`config.mk`:
```
export PLATFORM = sky130hd
export DESIGN_NAME = fft_window_loader
export DESIGN_NICKNAME = d
export VERILOG_FILES = /design/src/rtl/fft_window_loader.sv
export SDC_FILE = /design/constraint.sdc
export NUM_CORES = 1
export LEC_CHECK = 0
export ABC_CLOCK_PERIOD_IN_PS = 9950
export CAP_MARGIN = 20
export CELL_PAD_IN_SITES_DETAIL_PLACEMENT = 1
export CELL_PAD_IN_SITES_GLOBAL_PLACEMENT = 2
export CORE_MARGIN = 2
export CORE_UTILIZATION = 36
export DETAILED_ROUTE_END_ITERATION = 8
export HOLD_SLACK_MARGIN = 0.06
export PLACE_DENSITY_LB_ADDON = 0.05
export SYNTH_ARGS = -nofsm -noshare
export SYNTH_HDL_FRONTEND = slang
export SYNTH_SLANG_ARGS = --single-unit
```
`constraint.sdc`:
```
create_clock -name clk -period 9.95 [get_ports clk]
set_input_delay 2.4875 -clock clk [delete_from_list [all_inputs] [get_ports clk]]
set_output_delay 2.4875 -clock clk [all_outputs]
set_load 0.01 [all_outputs]
```
`src/rtl/fft_window_loader.sv`:
```
// fft_window_loader: applies Hann weighting to a real sample stream and loads
// the FFT working RAM in bit-reversed order. Once a full frame is written it
// pulses fft_start, then holds off new samples until the FFT reports done.
module fft_window_loader #(
    parameter int unsigned width = 16,
    parameter int unsigned N_2   = 11,
    parameter int unsigned N     = 2048
) (
    input  logic                 clk,
    input  logic                 reset,
    input  logic [width-1:0]     sample,
    input  logic                 sample_valid,
    output logic                 sample_ready,
    output logic [N_2-1:0]       hann_idx,
    input  logic [width-1:0]     hann_coef,
    output logic                 we,
    output logic [N_2-1:0]       wadr,
    output logic [2*width-1:0]   wd,
    output logic                 fft_start,
    input  logic                 fft_done,
    output logic                 overrun
);

    localparam int unsigned   prod_w   = 2 * width + 1;
    localparam int unsigned   shift    = width + 5;
    localparam logic [N_2-1:0] last_idx = N_2'(N - 1);

    typedef enum logic {
        FILL = 1'b0,
        WAIT = 1'b1
    } state_t;

    state_t                   state;
    logic [N_2-1:0]           count;
    logic                     take;

    logic                     s1_valid;
    logic [width-1:0]         s1_sample;
    logic [N_2-1:0]           s1_idx;
    logic                     s2_last;

    logic signed [prod_w-1:0] prod;
    logic [N_2-1:0]           rev_idx;

    // Ready follows the FSM state and is forced low while reset is asserted.
    assign sample_ready = (state == FILL) && !reset;
    assign take         = sample_valid && sample_ready;

    // The LUT address is the running sample count so the coefficient lines up with stage 1.
    assign hann_idx = count;

    // Signed sample times unsigned coefficient, widened before the multiply.
    assign prod = prod_w'($signed(s1_sample)) * prod_w'($signed({1'b0, hann_coef}));

    // Bit-reversed write address from the stage-1 sample index.
    always_comb begin
        rev_idx = '0;
        for (int i = 0; i < N_2; i++) begin
            rev_idx[i] = s1_idx[N_2-1-i];
        end
    end

    // FSM, two-stage write pipeline and sticky overrun flag.
    always_ff @(posedge clk) begin
        if (reset) begin
            state     <= FILL;
            count     <= '0;
            s1_valid  <= 1'b0;
            s1_sample <= '0;
            s1_idx    <= '0;
            s2_last   <= 1'b0;
            we        <= 1'b0;
            wadr      <= '0;
            wd        <= '0;
            fft_start <= 1'b0;
            overrun   <= 1'b0;
        end else begin
            s1_valid <= take;
            if (take) begin
                s1_sample <= sample;
                s1_idx    <= count;
            end

            we      <= s1_valid;
            s2_last <= s1_valid && (s1_idx == last_idx);
            if (s1_valid) begin
                wadr <= rev_idx;
                wd   <= {width'(prod >>> shift), width'(0)};
            end

            fft_start <= s2_last;

            if (sample_valid && !sample_ready) begin
                overrun <= 1'b1;
            end

            case (state)
                FILL: begin
                    if (take) begin
                        count <= count + N_2'(1);
                        if (count == last_idx) begin
                            state <= WAIT;
                        end
                    end
                end
                WAIT: begin
                    if (fft_done) begin
                        state <= FILL;
                        count <= '0;
                    end
                end
                default: state <= FILL;
            endcase
        end
    end

endmodule

```
======== Word-level counts from Yosys, hierarchy flattened ========
Cells that the tools add are included.
W data, S select, Z words.
storage, ports and cells
  output and inout port bits .............. 58
  logic and storage cells ................. 32
  input bits .............................. 36
  register bits ........................... 67
operators by class
  equality and inequality tests ........... 4
  reduce and logical (&&, ||, !) cells .... 7
  bitwise operators ....................... 1
  $add $sub $neg .......................... 1
  multiply operators ...................... 1
  mux-type cells .......................... 7
operators by type and width
  cell                     number
  $mul A16 B17 Y33         1
  $eq A11 B11 Y1 const B   2
  $mux W11                 2
  $pmux W11 S2             1
  $add A11 B1 Y11 const B  1
  $logic_and A1 B1 Y1      4
  $ne A2 B2 Y1 const B     2
  $mux W1                  3
  $logic_not A1 Y1         2
  $pmux W1 S2              1
  $reduce_and A2 Y1        1
  $not A1 Y1               1

======== Depth between registers and ports, before layout ========
  depth in word-level cells ............... 5
  depth in mapped cells ................... 21
  gate-level depth less buffers ........... 20

======== Worst setup path after synthesis ========
OpenSTA, ideal clock, no wires.
  kind .................................... input to register
  start ................................... input port hann_coef[7]
  end ..................................... register wd[22]
  data required time ...................... 9833 ps
  path buffers ............................ 1
  setup time .............................. 117 ps
  data arrival time ....................... 7739 ps
  cell stages on the path ................. 21
  path slack .............................. 2094 ps
  cell sequence ........................... clkbuf_1 -> nand2_1 -> fa_1 -> inv_1 -> fa_1 -> inv_1 -> fa_1 -> inv_1 -> fa_1 -> fa_1 -> inv_1 -> fa_1 -> inv_1 -> ha_1 -> nand3_1 -> nor2_1 -> a221oi_1 -> a311oi_2 -> o21a_1 -> or3_1 -> a32o_1
between the ends
  word-level cells in the longest chain between the ends .. 1
RTL lines
  item                    line  RTL
  start: declaration      15    input logic [width-1:0] hann_coef,
  $mul A16 B17 Y33        53    assign prod = prod_w'($signed(s1_sample)) * prod_w'($signed({1'b0, hann_coef}));
  end signal: assignment  88    wd <= {width'(prod >>> shift), width'(0)};
  end: declaration        18    output logic [2*width-1:0] wd,
No other way between the ends.
A chain may end at the register's enable or synchronous reset.

======== Worst setup path after layout ========
Ends and elaborated chain as after synthesis.

==> results.tsv <==
metric	value	unit
leakage	6.19	nW
synthFlopType	dfxtp_1	
syn_area	11200	sq um
dp_hpwl	24500	um
worst_slew_pin_slew	978	ps
die_h	180	um
hold_path.class	reg -> reg	
rsz0062_at_grt	false	
dp.cells	1718	
grt_pass1_wl	50300	um
start_util	36.7	%
clkSinkCount	67	
cp_max_fo	16	
fin_nets	1682	
drc	0	
grt_start_max_net_pins	59	
cts.clk_slew.worst_paths	50	ps
cts_root_buf	clkbuf_16	
regArea	1340	sq um
wl	30600	um
final_layout_size_suffix_gt1_share	3.06	%
finalCriticalPeriod	8770	ps
status	finished, final reports clean	
final.setup.worst_slack	1180	ps
ctsHoldBuffers	0	
fp.coreArea	30600	sq um
area_growth	12.8	%
antenna_cells	0	
vias	8434	
synth.distinct_cells	60	
gp_congestion	0.781	
rr_endpoint	wd[22]	
min_delay_worst_endpoint	fft_start	
ir_worst_vdd	0.0000902	V
cap_viol_max_count	0	
pre_cts_ws	795	ps
yosys_warnings	0	
fin_worst_skew	4.23	ps
synth_top_area_share	34.5	%
ant_nets	0	
hold_depth	1	
io_pins	94	
synth_area_leaders	fa_1, ha_1, dfxtp_1	
syn_inst	1286	
synth.avg_cell_area	8.72	sq um
clockBufferDepth	2	
grt.overflow.total	0	
num_rows	64	
portBuffers	77	
multi_input_area	8610	sq um
synth_seq_area_share	12.0	%
finalPower	1.79	mW
drt_pass1_iterations	4	
grt_usage	19.7	%
yosys.area.top_type	fa_1	
critPathArrivalTime	9000	ps
synth_most_common_cell	inv_1	
hold_violations	0	
critPathLaunchType	input pin	
clk_latency	330	ps
synth-seq-cells	67	
path_class	in -> reg	
synth_edf_count	0	
drtIter0Drc	290	
cts_tree	done	
fp.dieArea	32600	sq um
worstPathRequired	10180	ps
fillers	3621	
async_flop_share	0	%
hold_start	s2_last	
maxSlewHeadroom	34.7	%
die_x	180	um
r2r-start	s1_sample[8]	
synth.cells.most_frequent	inv_1, fa_1, nand2_1	
cts_buffers	9	
fin_crit_sh	88.2	%
grt_pass1_vias	9297	
post_cts.repair.setup_buffers	0	
vias_per_cell	4.86	
antenna_found_initial	1	
cts_resized	0	
finalSetupTns	0	ps
setup_viol	0	
powerDensity	142	nW/um^2
htreeDepth	3	
end_kind	flop	
ff2ff_path_depth	20	
max_freq	0.114	GHz
avgRoutedWirePerCell	17.7	um
maxSlewViolCount	0	
finalNonFillerCells	1734	
regToRegSetupSlack	3390	ps
[power by group]
part           switching, mW  internal (mW)  leakage [nW]
Clock                  0.116          0.240         0.166
Sequential            0.0365          0.285         0.545
Combinational          0.653          0.463          5.48
[final cells by class]
type                       count  area share [%]
clock buffer                  13            2.14
clock inverter                 3           0.544
inverter                     262            7.78
multi-input combinational    902            68.1
sequential                    67            10.6
tap                          396            3.92
timing repair buffer          91            6.89
[metal layers]
| layer | GRT usage, % | up-vias | part of all wire (%) |
|---|---|---|---|
| li1 | - | 3987 | - |
| met1 | 25.5 | 4318 | 45 |
| met2 | 35.8 | 107 | 51 |
| met3 | 2.36 | 22 | 2.8 |
| met4 | 2.94 | 0 | 1.0 |
| met5 | 0 | - | 0 |
[registers in the layout, summed over array words and instances, names as in the netlist]
name and cells:
fft_start 1, wd 12, hann_idx 11, s2_last 1
state 1, wadr 11, s1_valid 1, s1_sample 16
s1_idx 11, we 1, overrun 1
[how the worst max path moves through the flow]
| stage | startpoint | end | slack [ps] | depth (start not counted) |
|---|---|---|---|---|
| global placement | hann_coef[10] | wd[22] | 840 | 20 |
| CTS | hann_coef[7] | wd[27] | 1130 | 20 |
| detailed placement | hann_coef[7] | wd[27] | 800 | 20 |
| floorplan | hann_coef[7] | wd[22] | 2090 | 21 |
| global route | hann_coef[13] | wd[22] | 760 | 20 |
| finish | hann_coef[7] | wd[22] | 1180 | 20 |
[cell usage in the layout, fill, tap and decap left out, drive strengths merged, types with 3 or more instances in the layout]
cell and instances:
o21bai 3, mux2i 14, a2111oi 3, and2 120, o21ai 43, nor3 5
clkbuf 13, clkdlybuf4s50 76, nand2 171, buf 15, nor2b 4, nand3 12
conb 16, a21o 13, o22ai 4, o21a 3, o31ai 3, or3 7
fa 193, xnor2 4, inv 262, xor2 9, nor2 43, dfxtp 67
nand4 6, nand2b 38, nor4 3, and3 8, ha 120, a21oi 23
o211ai 5
[logic make-up after synthesis]
logic type / synth area share [%]
XOR/XNOR: 1.02
other: 0.0334
AO/OA/AOI/OAI: 7.01
multiplexers: 1.25
adder cells (fa/ha/maj): 47.9
AND/OR/NAND/NOR: 19.1
flip-flops: 12.0
buffers and inverters: 11.8
[worst max-delay path: stages]
cell,delay (ps)
clkdlybuf4s50_1,830
and2_1,400
fa_1,530
inv_1,50
fa_1,460
fa_1,500
fa_1,550
inv_1,60
fa_1,490
inv_1,50
fa_1,470
inv_1,40
ha_1,330
nand3_1,120
nor2_1,80
a221oi_1,520
a311oi_2,250
o21a_1,230
or3_1,300
a32o_1,240
[per-stage QoR]
| stage | hold WS [ps] | utilization, % | cell area, sq um |
|---|---|---|---|
| CTS | 456 | 41.3 | 12600 |
| finish | 456 | 41.3 | 12600 |
| floorplan | 414 | - | 11300 |
| detailed placement | 445 | 40.2 | 12300 |
| global route | 467 | 41.3 | 12600 |
| global placement | 420 | 40.2 | 12300 |
Power figures use the tool's default switching activity.
